**config.mk**
```make
export PLATFORM = sky130hd
export DESIGN_NAME = uart_rx
export DESIGN_NICKNAME = d
export VERILOG_FILES = /design/src/rtl/uart_rx.sv
export SDC_FILE = /design/constraint.sdc
export NUM_CORES = 1
export LEC_CHECK = 0
export ABC_AREA = 0
export BUFFER_PORTS_ARGS = -buffer_cell sky130_fd_sc_hd__buf_2
export CORE_MARGIN = 2
export CORE_UTILIZATION = 58
export DETAILED_ROUTE_END_ITERATION = 8
export PLACE_DENSITY_LB_ADDON = 0.08
export RECOVER_POWER = 100
export SLEW_MARGIN = 10
export SYNTH_ARGS = -nofsm -noshare
export SYNTH_HDL_FRONTEND = slang
export SYNTH_SLANG_ARGS = --single-unit
```
**constraint.sdc**
```tcl
create_clock -name clk -period 2.4 [get_ports clk]
set_input_delay 0.24 -clock clk [delete_from_list [all_inputs] [get_ports clk]]
set_output_delay 0.24 -clock clk [all_outputs]
set_load 0.01 [all_outputs]
```
**src/rtl/uart_rx.sv**
```systemverilog
// rtl/uart_rx.sv - 8N1 UART receiver with majority-vote bit sampling
//
// Reassembles LSB-first bytes from an asynchronous serial line and reports
// each good byte with a one-cycle strobe. A stop bit that samples low
// discards the byte and raises a one-cycle frame error.
//
// Ports:
//   clk        system clock
//   rst        asynchronous, active-high reset
//   rx         serial line, idle high, asynchronous to clk
//   data       last correctly received byte, held until the next good byte
//   valid      one-cycle pulse: data has just been updated
//   frame_err  one-cycle pulse: stop bit sampled low, byte discarded
//   busy       high from start-edge detection until return to IDLE
module uart_rx #(
  parameter int CLKS_PER_BIT = 139
) (
  input  logic       clk,
  input  logic       rst,
  input  logic       rx,
  output logic [7:0] data,
  output logic       valid,
  output logic       frame_err,
  output logic       busy
);

  localparam int CW = $clog2(CLKS_PER_BIT);
  localparam int C  = CLKS_PER_BIT / 2;
  localparam logic [CW-1:0] CNT_LAST = CW'(CLKS_PER_BIT - 1);
  localparam logic [CW-1:0] CNT_LO   = CW'(C - 1);
  localparam logic [CW-1:0] CNT_MID  = CW'(C);
  localparam logic [CW-1:0] CNT_DEC  = CW'(C + 1);

  typedef enum logic [2:0] {IDLE, START, DATA, STOP, BRK} state_t;

  state_t        state;
  state_t        state_nxt;
  logic          rx_m;
  logic          rx_s;
  logic          rx_prev;
  logic [CW-1:0] cnt;
  logic [2:0]    bit_idx;
  logic [7:0]    shift;
  logic          s_lo;
  logic          s_mid;
  logic          start_edge;
  logic          at_dec;
  logic          maj;

  assign start_edge = rx_prev & ~rx_s;
  assign at_dec     = (cnt == CNT_DEC);
  // Third vote is the live sample at the decision count.
  assign maj        = (s_lo & s_mid) | (s_lo & rx_s) | (s_mid & rx_s);

  always_ff @(posedge clk or posedge rst) begin
    if (rst) begin
      state <= IDLE;
    end else begin
      state <= state_nxt;
    end
  end

  always_comb begin
    state_nxt = state;
    busy      = (state != IDLE);
    case (state)
      IDLE:    if (start_edge) state_nxt = START;
      START:   if (at_dec) state_nxt = maj ? IDLE : DATA;
      DATA:    if (at_dec && bit_idx == 3'd7) state_nxt = STOP;
      // Leaving mid stop-bit lets a back-to-back start edge be caught.
      STOP:    if (at_dec) state_nxt = maj ? IDLE : BRK;
      // A stuck-low line must go high before any new start is accepted.
      BRK:     if (rx_s) state_nxt = IDLE;
      default: state_nxt = IDLE;
    endcase
  end

  always_ff @(posedge clk or posedge rst) begin
    if (rst) begin
      rx_m      <= 1'b0;
      rx_s      <= 1'b0;
      rx_prev   <= 1'b0;
      cnt       <= '0;
      bit_idx   <= 3'd0;
      shift     <= 8'h00;
      s_lo      <= 1'b0;
      s_mid     <= 1'b0;
      data      <= 8'h00;
      valid     <= 1'b0;
      frame_err <= 1'b0;
    end else begin
      // Sync flops reset low so a line held low through reset never looks
      // like a start edge until it has first been seen high.
      rx_m      <= rx;
      rx_s      <= rx_m;
      rx_prev   <= rx_s;
      valid     <= 1'b0;
      frame_err <= 1'b0;

      if (state == IDLE) begin
        cnt     <= '0;
        bit_idx <= 3'd0;
      end else begin
        cnt <= (cnt == CNT_LAST) ? '0 : cnt + 1'b1;
      end

      if (cnt == CNT_LO)  s_lo  <= rx_s;
      if (cnt == CNT_MID) s_mid <= rx_s;

      if (state == DATA && at_dec) begin
        shift[bit_idx] <= maj;
        bit_idx        <= bit_idx + 3'd1;
      end

      if (state == STOP && at_dec) begin
        if (maj) begin
          data  <= shift;
          valid <= 1'b1;
        end else begin
          frame_err <= 1'b1;
        end
      end
    end
  end

endmodule
```
### After elaboration in Yosys (flattened, before gate mapping)

Index checks and enable logic that the tools add are counted.

* bitwise gates (word level): 7
* equality and inequality tests: 14
* reduce and logical (&&, ||, !) cells: 9
* add/sub/neg operators: 2
* muxes and demuxes: 19
* order comparisons: 2

Operators by type and width (number)
* equality test 8 x 7 -> 1 bit, second input constant: 3
* 2-to-1 mux 3 bit: 8
* 2-to-1 mux 8 bit: 2
* one-hot mux 3 bit (5 select lines): 1
* != test 2 bit, second input constant: 5
* adder 8 x 1 -> 8 bit, second input constant: 1
* bitwise mux 8 bit: 1
* equality test 8 bit, second input constant: 1
* equality test 3 x 2 -> 1 bit, second input constant: 2
* equality test 3 bit, second input constant: 2
* 2-to-1 mux 1 bit: 5
* AND reduction 5 bit: 1
* bitwise AND 1 bit: 4
* logical AND 1 bit: 4
* less-than comparator 3 x 4 -> 1 bit, second input constant: 1
* adder 3 x 1 -> 3 bit, second input constant: 1
* demux 1 bit (select 3 bit): 1
* equality test 3 x 1 -> 1 bit, second input constant: 1
* >= comparator 3 x 1 -> 1 bit, second input constant: 1
* zero test 3 bit: 1
* nonzero test 3 bit: 1
* 2-to-1 mux 2 bit: 1
* bitwise OR 1 bit: 2
* AND reduction 2 bit: 1
* other kinds (2): 2

* bits in registers: 37
* output and inout port bits: 11
* bits of input ports: 3
* word-level logic and storage cells: 65

### Depth between registers and ports, before layout

Gate-level depths: netlist (run 1).

* depth in word-level cells: 6
* mapped depth: 6
* gate-level depth less buffers: 5

### Worst setup path before layout (run 1)

Ideal clock, no wire load.

* path kind: register to register
* from: reg cnt[0]
* to: reg shift[4]
* slack: 0.508 ns
* setup time: 0.125 ns
* arrival time: 1.767 ns
* clock period less this slack: 1.892 ns
* path buffers: 0
* stages on the path, launching flop included: 6
* required time: 2.275 ns
* cells stage by stage: dfrtp_1 inv_1 ha_1 or4b_4 nor4_1 mux2_2

* word-level cells in the longest chain between the ends: 2

RTL lines
* start: declaration: line 41 `logic [CW-1:0] cnt;`
* start signal: assignment: line 104 `cnt <= (cnt == CNT_LAST) ? '0 : cnt + 1'b1;`
* equality test 8 x 7 -> 1 bit: line 51 `assign at_dec = (cnt == CNT_DEC);`
* logical AND 1 bit: line 110 `if (state == DATA && at_dec) begin`
* end signal: indexed assignment: line 111 `shift[bit_idx] <= maj;`
* end: declaration: line 43 `logic [7:0] shift;`

No other way between the ends.
A chain may end at the register's enable or synchronous reset.

### Worst setup path after layout (run 1)

* from: reg cnt[0]
* to: reg shift[1]

The elaborated chain is that of the path after synthesis.

==> results.md, run 1 <==
- CTS tree: yes
- Initial Util: 59.5%
- TritonCTS Sinks: 37
- Worst r2r dst: shift[1]
- Router iterations before antenna repair: 5
- CP Cell Sequence: inv_1 -> ha_1 -> or4b_4 -> nor4_1 -> mux2_2
- WL/cell: ~15 um
- R2R setup slack: between 0.2 and 0.25 ns
- Worst EP required: roughly 2.6 ns
- Most frequent cells in the layout: dfrtp_1, mux2_2, clkbuf_1
- Final setup viols: 0
- Share of post-route cells with drive strength above 1: between 10% and 20%
- Setup Skew: ~0.010 ns
- Final wirelength: roughly 3.0 mm
- Fin cells: approximately 190
- Hold Buf Count CTS: 1
- Clock transition at path regs: ~0.11 ns
- Worst Hold Margin: between 0.3 and 0.4 ns
- Maximum vdd drop: 0.000668 V
- CP Max Fanout: 6
- Worst-margin pin slew: between 0.8 and 0.9 ns
- Area of the die: around 3500 sq um
- First-pass GRT wire length: about 5 mm
- Hold crit path type: register to register
- Bufs and invs on worst path: 1
- Slowest stage cell, crit path: or4b_4
- CTS root buf: clkbuf_4
- Global Route Usage Sum: roughly 20%
- Leak: 0.000892 uW
- Max cap viols: 0
- RSZ-0062 raised after global routing: no
- Worst relative slew slack: 40.9%
- Mapped Cells: around 140
- Starting DRT DRC Count: 26
- I/O pins: 14
- Reg2Reg Depth: 5
- Final ANT Viol Nets: 0
- Placed insts: around 180
- Die width: 59.3 um
- FF+latch count, synth: 37
- Final Max Slew Viols: 0
- Synthesis Warnings: 0
- Htree depth: 2
- Fillers: ~260
- FP Rows: 20
- DP Wirelength: about 2.1 mm
- Period minus WS final: ~2.2 ns
- Period utilization: ~90%
- TritonCTS buffer count: 5
- Worst EP arrival: around 2.4 ns
- # DRC: 0
- Commonest non-fill, non-tap cell in the layout: dfrtp_1
- Hold Startpoint: rx_m
- Initial antenna violation count: 0
- Crit path max-delay family: simple AND/OR/NAND/NOR gates
- Die Y: approximately 59 um
- GPL Wtd Cong: approximately 0.70
- Worst Setup Start Kind: register
- Netlist cell types: 37
- Max clock buf depth: 2
- Slowest stage delay, CP: between 0.5 and 0.6 ns
- Pwr Density: just under 800 nW/um^2
- Hold depth: 0
- Max frequency: approximately 0.46 GHz
- GRT overflow: 0
- Antenna cell count: 0
- Hold Path End: rx_s
- DR vias: 1,146
- Area delta synth->final: 6.92%
- Cts repair resizes: 0
- Worst reg2reg path startpoint: cnt[0]
- Outcome: finished clean
- Drt via density: between 5 and 6
- Syn Nets: ~150
- Vias in the first global route: 1,061
- Largest net degree at the start of global routing: 38
- Setup CP Type: register to register
- CP endpoint kind: register
- Post-CTS Setup Inserts: 0
- Clk_lat worst skew: between 0.3 and 0.4 ns
- Setup TNS: 0 ns
- Core footprint: 2980 sq um
- Mapped cell area: between 1500 and 2000 sq um
- Syn_area_per_cell: around 12 sq um
- Port Buffers: 13
- Post-layout nets: around 170
- Final hold vios: 0
- Sequential cell area fraction in the yosys report: a little over half
==> cell usage after synthesis <==
master     number  share of area (%)
a21oi_1         3               0.85
nor3_1          1               0.28
nand2_1         5                1.1
clkbuf_1        1               0.21
buf_6           1               0.64
maj3_1          1               0.56
and2b_1         1               0.42
a221oi_1        1               0.49
nand4bb_1       3                1.9
nor3b_1         2               0.85
a311oi_1        1               0.49
nor2_1          8                1.7
xnor2_1         2               0.99
and4bb_2        2                1.4
nor4_1          5                1.8
buf_2           3               0.85
nor4_4          2                2.4
and4_1          1               0.49
ha_1            6                4.2
inv_1          10                2.1
a41o_1          1               0.56
or3_1           3                1.1
or4b_4          2                1.6
nand3_1         6                1.7
nand4_1         2               0.71
o21ai_0         4                1.1
dfrtp_1        37                 52
nand3b_1        1               0.42
mux2_1          1               0.64
mux2_2         17                 11
nor4_2          2                1.4
buf_4           1               0.42
and4b_1         1               0.56
a21o_1          1               0.42
mux2i_1         3                1.7
xor2_1          1               0.49
a2111oi_0       1               0.49
==> through the flow <==
step	setup slack, ns	instance area, sq um	util [%]	power [uW]
floorplan	0.508	1770	-	1070
global placement	0.389	1850	62.1	1140
detailed placement	0.293	1850	62.1	1160
CTS	0.274	1930	64.8	1530
global route	0.148	1900	63.7	1610
finish	0.247	1900	63.7	1500
==> worst max-delay path by stage <==
stage / endpoint / start / depth (start not counted) / slack (ns)
floorplan: shift[4] / cnt[0] / 5 / 0.51
global placement: data[7] / cnt[0] / 5 / 0.39
detailed placement: data[3] / cnt[0] / 5 / 0.29
CTS: data[1] / cnt[0] / 5 / 0.27
global route: shift[1] / cnt[0] / 5 / 0.15
finish: shift[1] / cnt[0] / 5 / 0.25
==> routing by layer <==
metal	wire length, um	vias to the layer above	GRT usage, %
li1	-	551	-
met1	1470	563	27.8
met2	1330	28	27.6
met3	138	4	6.99
met4	48	0	8.12
met5	0	-	0
==> final cells by class <==
| type | count | area [sq um] | share of cell area, % |
|---|---|---|---|
| Multi-Input combinational cell | 90 | 744 | 39.3 |
| Tap cell | 33 | 41.3 | 2.18 |
| Inverter | 10 | 37.5 | 1.98 |
| Sequential cell | 37 | 926 | 48.8 |
| Clock buffer | 7 | 65.1 | 3.43 |
| Clock inverter | 1 | 5.00 | 0.264 |
| Timing Repair Buffer | 16 | 76.3 | 4.03 |
==> cells by family after synthesis <==
| logic type | after synthesis | synth area share (%) |
|---|---|---|
| simple gates | 47 | 19.7 |
| xor+xnor | 3 | 1.48 |
| fa+ha+maj | 7 | 4.80 |
| mux | 21 | 13.1 |
| flops | 37 | 52.2 |
| compound gates | 12 | 4.45 |
| buf+inv | 16 | 4.23 |
==> power by group <==
group	total, uW	internal, uW	switching (uW)	leakage (uW)
Clock	363	170	193	0.0000413
Combinational	322	141	181	0.000359
Sequential	819	698	121	0.000492
==> sequential cells by signal (all words and copies together), names as in the netlist <==
signal	cells
bit_idx	3
valid	1
frame_err	1
rx_prev	1
rx_s	1
s_lo	1
data	8
rx_m	1
s_mid	1
cnt	8
shift	8
state	3
(Power assumes the default switching activity.)
==> inputs of run 2 (changes only) <==
--- a/config.mk
+++ b/config.mk
@@ -7,7 +7,6 @@
 export LEC_CHECK = 0
 export ABC_AREA = 0
 export BUFFER_PORTS_ARGS = -buffer_cell sky130_fd_sc_hd__buf_2
-export CORE_MARGIN = 2
 export CORE_UTILIZATION = 58
 export DETAILED_ROUTE_END_ITERATION = 8
 export PLACE_DENSITY_LB_ADDON = 0.08
==> run 2 against run 1 <==
The flow now finishes with violations (DRC). Count of clock-buffer cells in the layout unchanged. Critical path type unchanged. Largest power group unchanged. Routed wire length increased by 1.8%. First-iteration DRC count increased by 100%. Register-to-register slack improved by 0.05 ns. Critical path depth unchanged. Clock power decreased by 9.4%. Combinational power increased by 1%. Power decreased by 2.2%. Sequential power decreased by 0.6%. Maximum frequency increased by 2.2%.
==> results.md, run 2 (synthesis results as in run 1) <==
- Initial antenna violation count: 0 (unchanged)
- Area of the die: 3280 sq um (-6.6%)
- Die Y: 57.3 um (-3.4%)
- FP Rows: 19 (-5.0%)
- Max clock buf depth: 2 (unchanged)
- RSZ-0062 raised after global routing: no
- CTS tree: yes
- DR vias: 1,156 (+0.87%)
- TritonCTS Sinks: 37 (unchanged)
- Largest net degree at the start of global routing: 38 (unchanged)
- TritonCTS buffer count: 5 (unchanged)
- Outcome: finished, violations left
- CP Max Fanout: 9 (+3)
- Bufs and invs on worst path: 1 (unchanged)
- Worst-margin pin slew: 0.894 ns (+0.00772 ns)
- Final wirelength: 3.04 mm (+1.8%)
- Max cap viols: 0 (unchanged)
- Crit path max-delay family: simple AND/OR/NAND/NOR gates
- Initial Util: 62.7% (+3.1 points)
- Slowest stage delay, CP: 0.50 ns (-0.03 ns)
- WL/cell: 15.9 um (+3.4%)
- Setup CP Type: register to register
- Slowest stage cell, crit path: and4_1
- Die width: 57.3 um (-3.4%)
- Final Util: 66.4% (+2.7 points)
- Post-layout nets: 169 (unchanged)
- Setup TNS: 0 ns (unchanged)
- Clock transition at path regs: 0.11 ns (about the same)
- DP Wirelength: 2.14 mm (+1.2%)
- CP endpoint kind: register
- Global Route Usage Sum: 21.3% (+1.5 points)
- Vias in the first global route: 1,117 (+5.3%)
- Port Buffers: 13 (unchanged)
- Pwr Density: 783 nW/um^2 (-1.3%)
- Fin area: 1880 sq um (-0.92%)
- Setup Skew: 0.00975 ns (-0.000717 ns)
- GPL Wtd Cong: 0.759 (+8.5%)
- Commonest non-fill, non-tap cell in the layout: dfrtp_1
- Worst EP arrival: 2.34 ns (-0.04 ns)
- Worst EP required: 2.63 ns (about the same)
- Maximum vdd drop: 0.000481 V (-28%)
- Core footprint: 2830 sq um (-5.0%)
- Starting DRT DRC Count: 53 (+100%)
- Failing checks: DRC
- Placed Area: 1850 sq um (-0.14%)
- Final setup viols: 0 (unchanged)
- Area delta synth->final: 5.93%
- Share of post-route cells with drive strength above 1: 18.1% (-0.51 points)
- CP Cell Sequence: inv_1 -> ha_1 -> and4bb_1 -> and4_1 -> mux2_2
- Period minus WS final: 2.11 ns (-0.0462 ns)
- Final ANT Viol Nets: 0 (unchanged)
- Hold crit path type: register to register
- Drt via density: 6.05 (+2.5%)
- Worst Setup Start Kind: register
- GRT overflow: 0 (unchanged)
- Worst relative slew slack: 40.4% (-0.51 points)
- Max frequency: 0.475 GHz (+2.2%)
- Router iterations before antenna repair: 6 (+1)
- I/O pins: 14 (unchanged)
- Leak: 0.000881 uW (-1.3%)
- Period utilization: 87.8% (-1.9 points)
- Antenna cell count: 0 (unchanged)
- # DRC: 9 (+9)
- Most frequent cells in the layout: dfrtp_1, mux2_2, clkbuf_1
- Clk_lat worst skew: 0.35 ns (about the same)
- Final hold vios: 0 (unchanged)
- Htree depth: 2 (unchanged)
- First-pass GRT wire length: 5.04 mm (+0.28%)
- Fillers: 228 (-13%)
- Final Max Slew Viols: 0 (unchanged)
- Largest regs: cnt: 8 flops, data: 8 flops, shift: 8 flops
- CTS root buf: clkbuf_4
run 2: per-layer routing:
metal  GRT usage [%]  vias to the layer above  part of all wire [%]
met2            32.3                       14                    47
met1            26.6                      586                    48
li1                -                      548                     -
met3            5.44                        8                   2.5
met5               0                        -                     0
met4            15.3                        0                   2.6
run 2: where the power goes:
group	switching [uW]	total, uW	internal [uW]	leakage, uW
Combinational	184	326	142	0.000358
Sequential	116	814	698	0.000492
Clock	191	329	138	0.0000314
run 2: final timing paths:
kind	start	end	slack, ns	cells after the start
worst max register to register	cnt[0]	data[7]	0.29	5
worst min register to register	rx_m	rx_s	0.35	0
worst max-delay path	cnt[0]	data[7]	0.29	5
max in group asynchronous	rst	rx_prev	1.13	4
min in group asynchronous	rst	data[4]	0.70	4
worst min-delay path	rx_m	rx_s	0.35	0
run 2: layout make-up:
cell class | count | area [sq um] | share of cell area [%]
timing repair buffer | 16 | 76.3 | 4.06
clock buffer | 7 | 55.1 | 2.93
inverter | 10 | 37.5 | 2.00
multi-input combinational | 90 | 744 | 39.6
tap | 31 | 38.8 | 2.07
sequential | 37 | 926 | 49.3
run 2: repair_timing:
| item | CTS | global route |
|---|---|---|
| buffers inserted | 0 | 0 |
| hold buffers | 2 | 0 |
| hold endpoints to repair | 12 | 0 |
| gates resized for setup | 0 | 0 |
run 2: worst register-to-register path: stages (launching register included):
cell	delay (ns)
dfrtp_1	0.45
inv_1	0.11
ha_1	0.24
and4bb_1	0.30
and4_1	0.50
mux2_2	0.40
run 2: stage by stage:
step	power, uW	worst slack [ns]	hold WS, ns	cells
CTS	1490	0.294	0.359	191
floorplan	1070	0.508	0.271	143
global placement	1130	0.376	0.333	182
finish	1470	0.294	0.355	191
global route	1560	0.132	0.368	191
detailed placement	1150	0.312	0.336	182
